==> config.mk <==
export PLATFORM = sky130hd
export DESIGN_NAME = seg7_scan_flat
export DESIGN_NICKNAME = d
export VERILOG_FILES = /design/src/rtl/seg7_scan_if.sv /design/src/rtl/seg7_scan.sv /design/src/flat_wrapper.sv
export SDC_FILE = /design/constraint.sdc
export NUM_CORES = 1
export LEC_CHECK = 0
export CAP_MARGIN = 10
export CORE_UTILIZATION = 49
export CTS_CLUSTER_SIZE = 24
export DETAILED_ROUTE_END_ITERATION = 12
export GPL_TIMING_DRIVEN = 1
export PLACE_DENSITY = 0.75
export REMOVE_ABC_BUFFERS = 1
export SETUP_SLACK_MARGIN = 0.05
export SYNTH_ARGS = -nofsm -noshare
export SYNTH_HDL_FRONTEND = slang
export SYNTH_SLANG_ARGS = --single-unit
==> constraint.sdc <==
create_clock -name clk -period 2.1 [get_ports clk]
set_input_delay 0.21 -clock clk [delete_from_list [all_inputs] [get_ports clk]]
set_output_delay 0.21 -clock clk [all_outputs]
set_load 0.03 [all_outputs]
==> src/rtl/seg7_scan_if.sv <==
// seg7_scan_if: display-side bundle for seg7_scan.
// The master end supplies the word to show and the freeze control; the
// slave end (the scanner) returns the active-low anode/segment drive and
// the per-frame strobe.
interface seg7_scan_if;
  logic [15:0] value;   // word to display (counter state)
  logic        freeze;  // hold the current snapshot across frame boundaries
  logic [3:0]  an;      // digit anodes, active-low, an[0] = rightmost digit
  logic [6:0]  seg;     // segments, active-low, {g,f,e,d,c,b,a}
  logic        frame;   // one-cycle pulse after each frame boundary

  modport master (
    output value,
    output freeze,
    input  an,
    input  seg,
    input  frame
  );

  modport slave (
    input  value,
    input  freeze,
    output an,
    output seg,
    output frame
  );
endinterface

==> src/rtl/seg7_scan.sv <==
// seg7_scan: multiplexed 4-digit common-anode hex display driver.
//
// A prescaler (cnt_reg) divides each digit slot into PRESCALE cycles. The
// first DEAD cycles of every slot blank all anodes so the previous digit's
// segment pattern never ghosts onto the next anode. A 2-bit scan FSM steps
// through the four digits. The displayed word is captured into snap_reg
// once per frame (when the last slot of digit 3 ends) so a running counter
// never tears mid-frame; freeze suppresses that capture without touching
// the scan timing.
//
// All outputs are registered from (cnt_reg, state_reg, snap_reg), giving a
// 1-cycle latency and no combinational path from value to the pins.
//
// Optional build macro: SEG7_LEADING_ZERO_BLANK_EN
//   When defined, digits 1..3 are blanked while every nibble from that
//   digit upward in the snapshot is zero; digit 0 is always driven, so a
//   zero word shows a single "0".
//
// Parameter constraints: PRESCALE >= 4, 1 <= DEAD < PRESCALE.
module seg7_scan #(
  parameter int PRESCALE = 50000,
  parameter int DEAD     = 8
) (
  input  logic        clk,
  input  logic        reset,
  seg7_scan_if.slave  bus
);

  localparam int CW = (PRESCALE > 1) ? $clog2(PRESCALE) : 1;
  localparam logic [CW-1:0] CNT_LAST = CW'(PRESCALE - 1);
  localparam logic [CW-1:0] CNT_DEAD = CW'(DEAD);

  // Digit scan FSM: one state per digit position, right to left.
  typedef enum logic [1:0] {
    DIG0 = 2'd0,
    DIG1 = 2'd1,
    DIG2 = 2'd2,
    DIG3 = 2'd3
  } digit_t;

  digit_t          state_reg;
  digit_t          state_next;
  logic [CW-1:0]   cnt_reg;
  logic [CW-1:0]   cnt_next;
  logic [15:0]     snap_reg;
  logic [15:0]     snap_next;
  logic [3:0]      an_reg;
  logic [3:0]      an_next;
  logic [6:0]      seg_reg;
  logic [6:0]      seg_next;
  logic            frame_reg;

  logic            slot_end;
  logic            frame_end;
  logic            in_dead;
  logic [1:0]      idx;
  logic [3:0]      nib [4];

  // Active-low hex decoder, bit order {g,f,e,d,c,b,a}.
  function automatic logic [6:0] hex7(input logic [3:0] d);
    logic [6:0] s;
    case (d)
      4'h0:    s = 7'b1000000;
      4'h1:    s = 7'b1111001;
      4'h2:    s = 7'b0100100;
      4'h3:    s = 7'b0110000;
      4'h4:    s = 7'b0011001;
      4'h5:    s = 7'b0010010;
      4'h6:    s = 7'b0000010;
      4'h7:    s = 7'b1111000;
      4'h8:    s = 7'b0000000;
      4'h9:    s = 7'b0010000;
      4'hA:    s = 7'b0001000;
      4'hB:    s = 7'b0000011;
      4'hC:    s = 7'b1000110;
      4'hD:    s = 7'b0100001;
      4'hE:    s = 7'b0000110;
      default: s = 7'b0001110;
    endcase
    return s;
  endfunction

  assign slot_end  = (cnt_reg == CNT_LAST);
  assign frame_end = slot_end && (state_reg == DIG3);
  assign in_dead   = (cnt_reg < CNT_DEAD);
  assign idx       = state_reg;

  // Split the snapshot into per-digit nibbles for the output mux.
  for (genvar gi = 0; gi < 4; gi++) begin : g_nib
    assign nib[gi] = snap_reg[4*gi +: 4];
  end

`ifdef SEG7_LEADING_ZERO_BLANK_EN
  // upper_zero[d]: every nibble from digit d upward is zero, so digit d is
  // a leading zero. Digit 0 has no entry because it is never suppressed.
  logic [3:1] upper_zero;
  for (genvar gi = 1; gi < 4; gi++) begin : g_lzb
    assign upper_zero[gi] = (snap_reg[15:4*gi] == '0);
  end
`endif

  // State register for the scan FSM.
  always_ff @(posedge clk) begin
    if (reset) begin
      state_reg <= DIG0;
    end else begin
      state_reg <= state_next;
    end
  end

  // Scan FSM next state: advance one digit at the end of every slot.
  always_comb begin
    state_next = state_reg;
    if (slot_end) begin
      case (state_reg)
        DIG0:    state_next = DIG1;
        DIG1:    state_next = DIG2;
        DIG2:    state_next = DIG3;
        default: state_next = DIG0;
      endcase
    end
  end

  // Slot prescaler next value and per-frame snapshot capture.
  always_comb begin
    cnt_next  = slot_end ? '0 : cnt_reg + 1'b1;
    snap_next = snap_reg;
    if (frame_end && !bus.freeze) begin
      snap_next = bus.value;
    end
  end

  // Output decode for the current slot phase; registered below.
  always_comb begin
    an_next  = 4'b1111;
    seg_next = 7'b1111111;
    if (!in_dead) begin
      an_next  = ~(4'b0001 << idx);
      seg_next = hex7(nib[idx]);
`ifdef SEG7_LEADING_ZERO_BLANK_EN
      if (idx != 2'd0 && upper_zero[idx]) begin
        an_next  = 4'b1111;
        seg_next = 7'b1111111;
      end
`endif
    end
  end

  // Prescaler, snapshot and registered outputs.
  always_ff @(posedge clk) begin
    if (reset) begin
      cnt_reg   <= '0;
      snap_reg  <= 16'h0000;
      an_reg    <= 4'b1111;
      seg_reg   <= 7'b1111111;
      frame_reg <= 1'b0;
    end else begin
      cnt_reg   <= cnt_next;
      snap_reg  <= snap_next;
      an_reg    <= an_next;
      seg_reg   <= seg_next;
      frame_reg <= frame_end;
    end
  end

  assign bus.an    = an_reg;
  assign bus.seg   = seg_reg;
  assign bus.frame = frame_reg;

endmodule

==> src/flat_wrapper.sv <==
// flat-port wrapper written by rule: the top's interface ports become plain ports
module seg7_scan_flat 
#(
  parameter int PRESCALE = 50000,
  parameter int DEAD     = 8
)
  (clk, reset, bus_value, bus_freeze, bus_an, bus_seg, bus_frame);
  seg7_scan_if bus_i ();
  input  logic clk;
  input  logic reset;
  input wire logic [$bits(bus_i.value)-1:0] bus_value;
  input wire logic [$bits(bus_i.freeze)-1:0] bus_freeze;
  output wire logic [$bits(bus_i.an)-1:0] bus_an;
  output wire logic [$bits(bus_i.seg)-1:0] bus_seg;
  output wire logic [$bits(bus_i.frame)-1:0] bus_frame;
  assign bus_i.value = bus_value;
  assign bus_i.freeze = bus_freeze;
  assign bus_an = bus_i.an;
  assign bus_seg = bus_i.seg;
  assign bus_frame = bus_i.frame;
  seg7_scan #(.PRESCALE(PRESCALE), .DEAD(DEAD)) u_core (.clk(clk), .reset(reset), .bus(bus_i));
endmodule
## Word level (Yosys, flattened, before mapping)

Memories as Yosys holds them, arrays and structs flattened. A register that Yosys moved wholly into a read port is not among the register bits.
Cells that the tools add are included.

| word-level totals | value |
|---|---|
| register bits | 39 |
| memory bits (read-only) | 112 |
| bits of input ports | 19 |
| word-level logic and storage cells | 26 |
| memories kept | 1 |

| cells by class | value |
|---|---|
| add/sub/neg operators | 1 |
| $lt $le $gt $ge | 2 |
| equality and inequality tests | 4 |
| shifts and indexed selects | 1 |
| mux-type cells | 4 |
| bitwise operators | 2 |
| reductions and logical operators | 6 |

Memories:

| name | words | bits a word | read ports | clocked after Yosys merged registers in | write ports | line | source |
|---|---|---|---|---|---|---|---|
| (name not given) | 16 | 7 | 1 | 1 | 0 | seg7_scan.sv:62 | `case (d)` |

Operators with widths:

| kind | number |
|---|---|
| $add 16x1->16 const B | 1 |
| $eq 16x16->1 const B | 1 |
| $lt 16x4->1 const B | 1 |
| $bmux 4 s2 | 1 |
| $mux 4 | 2 |
| $pmux 2 s3 | 1 |
| $eq 2x2->1 const B | 2 |
| $not 4->4 | 1 |
| $reduce_or 2->1 | 2 |
| $shl 1x2->4 const A | 1 |
| $ge 3x3->1 const B | 1 |
| $not 2->3 | 1 |
| $eq 2x1->1 const B | 1 |
| $logic_and 1x1->1 | 2 |
| $logic_not 2->1 | 1 |
| $logic_not 1->1 | 1 |

## Longest topological paths before layout

| depth | value |
|---|---|
| depth after elaboration | 4 |
| depth in mapped cells | 7 |
| depth with buffers taken out | 6 |

## Worst setup path after synthesis

Ideal clock, no wire load.

| timing path | value |
|---|---|
| path kind | register to register |
| from | register u_core.state_reg[0], in the netlist u_core.idx[0] |
| to | register u_core.seg_reg[3], in the netlist u_core.bus.seg[3] |
| library setup time | 138 ps |
| arrival time | 1837 ps |
| data required time | 1962 ps |
| setup slack | 125 ps |
| stages on the path, launching flop included | 7 |
| clock period less this slack | 1975 ps |
| cells stage by stage | dfxtp_1 -> buf_2 -> mux4_2 -> ha_1 -> or2_2 -> a21oi_1 -> o21ai_0 |

| on the way | value |
|---|---|
| cells in the longest elaborated chain, start to end | 4 |

Ends and longest elaborated chain:

| element | line | source |
|---|---|---|
| start: declaration | seg7_scan.sv:41 | `digit_t state_reg;` |
| start signal: assignment | seg7_scan.sv:107 | `state_reg <= state_next;` |
| $not 2->3 (implied by the code) | seg7_scan.sv:139 | `seg_next = hex7(nib[idx]);` |
| $bmux 4 s2 | seg7_scan.sv:139 |  |
| $mux 4 (implied by the code) (2 in a row) | seg7_scan.sv:139 |  |
| end: declaration | seg7_scan.sv:49 | `logic [6:0] seg_reg;` |

Every way passes these cells. The select of a mux whose other input is x is not followed.
A chain may end at the register's enable or synchronous reset.

## Worst setup path after layout

Same ends and word-level chain as after synthesis.

==> summary.md <==
| Metric | Value |
|---|---|
| Status | finished, final reports clean |
| CP startpoint kind | flip-flop |
| Post-synthesis xor/xnor area fraction | 0.0575 |
| TritonCTS buffer count | 5 |
| Register bit total from synthesis | 46 |
| Vias in the first global route | 1782 |
| Crit path time final | approximately 1900 ps |
| R2r endpoint | u_core.bus.seg[3] |
| Mux cell area share after synthesis | 0.0542 |
| Total core area | ~0.0044 sq mm |
| Sink Count | 46 |
| Critical path peak fanout | 6 |
| Highest clock rate | ~520 MHz |
| Ant diodes | 0 |
| Syn Area/Cell | roughly 9 sq um |
| CTS tree | yes |
| Post-cts sizing count | 0 |
| Layout area overhead | 19.5% |
| Die height | 70.3 um |
| Required @ worst endpoint | 2280 ps |
| Final period util | 0.912 |
| Vias | just under 2000 |
| Total congestion overflow | 0 |
| Finished Core Util | 0.619 |
| Number of flops mapped to enable cells by yosys | 0 |
| Post-synth top flop | dfxtp_1 |
| H-tree Lvls | 2 |
| Unique masters post-synth | 40 |
| Row cnt | 24 |
| Number of DRC markers in iteration 0 | 89 |
| Initial antenna violation count | 0 |
| Hold_ws | 471 ps |
| Post-Place Cell Area | 0.00265 sq mm |
| CTS max path bufs | 2 |
| Crit path launch | u_core.idx[0] |
| Ratio of cells with drive above 1 in the final layout | 0.109 |
| ANT nets after route | 0 |
| Async set-reset flop share out of synthesis | 0 |
| Hold violation count in the final report | 0 |
| Post-route DRC | 0 |
| First-pass GRT wire length | 8180 um |
| RR Startpoint | u_core.idx[0] |
| Ports | 31 |
| Reg-to-reg slack, setup | 190 ps |
| Synth Area in Compound Gates | 0.146 |
| Combinational family with the most area after synthesis | simple AND/OR/NAND/NOR gates |
| RSZ-0062 raised after global routing | no |
| Crit. End Element | flip-flop |
| Yosys warns | 0 |
| Commonest cells after routing, fill and taps aside | 46 x dfxtp_1, 30 x clkdlybuf4s50_1, 23 x a21oi_1 |
| Initial Util | 0.518 |
| Gr usage total | 0.211 |
| Synth Area in Simple Gates | 0.226 |
| R2R depth | 5 |
| WP data arrival | ~2100 ps |
| HPWL after detailed placement | 3460 um |
| Critical-path cell list | mux4_2, ha_1, or2_2, a21oi_1, o21ai_0 |
| Setup bufs post-CTS | 0 |
| Drt total wl | 4810 um |
| Mapped cell area | roughly 0.0023 sq mm |
| Commonest non-fill, non-tap cell in the layout | dfxtp_1 |
| Worst Setup EP | u_core.bus.seg[3] |
| Slew Limit Fails | 0 |
| Worst-Skew Late Latency | 290 ps |
| Final net count | 308 |
| Slowest CP cell | mux4_2 |
| Worst Max-Slew Pin Slew | 638 ps |
| Wire per inst | 14.6 um |
| Seq/Total Area, Yosys | 0.403 |
| Largest net degree at the start of global routing | 21 |
| Setup-failing EPs final | 0 |
| Power per standard cell area | 539 mW/mm^2 |
| Synth Area in Adders | 0.0657 |
| Max-cap violation count | 0 |
| Synth Instances | 248 |
| Root Buffer | clkbuf_8 |
| Hold Crit Class | flip-flop to flip-flop |
| Worst path max stage delay | around 600 ps |
| Clock Skew | between 6 and 7 ps |
| Worst VDD drop | 0.000394 V |
| DP Worst Slack | 189 ps |
| Final Cell Area | 0.00273 sq mm |
| CP Class | flip-flop to flip-flop |
| Die Span X | 70.3 um |
| Gpl congestion | 0.844 |
| Setup_tns | 0 ps |
| Vias per cell | 5.87 |
| Pre-antenna DRT Iters | 4 |
| I/O Buffers | 30 |
| Setup ws final | 186 ps |
| Worst rel slew slack | 0.574 |
| CTS Hold Bufs | 0 |
| Clk slew on worst S/H paths | 80 ps |
| Die footprint | 0.00494 sq mm |
| Leakage | 0.00101 uW |
worst max-delay path, delay by kind of cell (launching register included):
family | cells | cell delay (ps)
flops | 1 | 420
mux | 1 | 600
compound gates | 2 | 210
simple gates | 1 | 300
fa+ha+maj | 1 | 270
cell families (layout without fill, tap and decap cells):
kind of cell             count (synthesis)  in the layout
XOR/XNOR                                15             15
flip-flops                              46             46
multiplexers                             6              6
adder cells (fa/ha/maj)                 12             12
buffers and inverters                   25             53
AND/OR/NAND/NOR                         90             90
AO/OA/AOI/OAI                           54             54
per-stage QoR:
step / std cells / total power (uW)
after global routing: 328 / 1530
after global placement: 322 / 962
after floorplan: 228 / 914
after detailed placement: 322 / 963
after CTS: 328 / 1490
final: 328 / 1470
final cells by class:
class,count,area [sq um]
fill,401,1680
timing repair buffer,42,390
clock buffer,6,82.6
multi-input combinational,177,1250
tap,52,65.1
inverter,5,18.8
sequential,46,921
cells in the mapped netlist, drive strengths merged, types with 3 or more instances:
cell | instances | share of area
buf | 7 | 0.018
and4 | 3 | 0.011
nand4 | 19 | 0.052
o31ai | 18 | 0.059
nand2 | 15 | 0.025
mux4 | 5 | 0.049
dfxtp | 46 | 0.40
a21oi | 23 | 0.050
o21ai | 6 | 0.013
clkbuf | 13 | 0.022
and3 | 4 | 0.011
nor2 | 17 | 0.028
nand3 | 11 | 0.024
or4 | 3 | 0.011
xor2 | 10 | 0.038
ha | 12 | 0.066
xnor2 | 5 | 0.019
inv | 5 | 0.0082
layer usage:
metal  wire (um)  share of wire  up-vias  GRT usage
li1            -              -      965          -
met1        2270           0.47      907      0.272
met2        2280           0.47       48      0.332
met3         184          0.038        4     0.0491
met4          70          0.015        0     0.0978
met5           0              0        -          0
power breakdown:
group          total, uW  internal, uW  switching, uW
Sequential           881           877           4.67
Combinational       61.4          38.6           22.8
Clock                530           254            276
Total               1470          1170            304
worst min-delay path by stage:
stage / start / to / slack (ps) / cells after the start
after detailed placement: u_core.snap_reg[1] / u_core.snap_reg[1] / 460 / 2
after CTS: u_core.snap_reg[1] / u_core.snap_reg[1] / 470 / 2
final: u_core.snap_reg[1] / u_core.snap_reg[1] / 470 / 2
after floorplan: reset / u_core.idx[0] / 280 / 1
after global routing: bus_value[7] / u_core.snap_reg[7] / 480 / 3
after global placement: u_core.cnt_reg[0] / u_core.cnt_reg[0] / 440 / 1
Note: power is estimated with default switching activity, not from simulation.
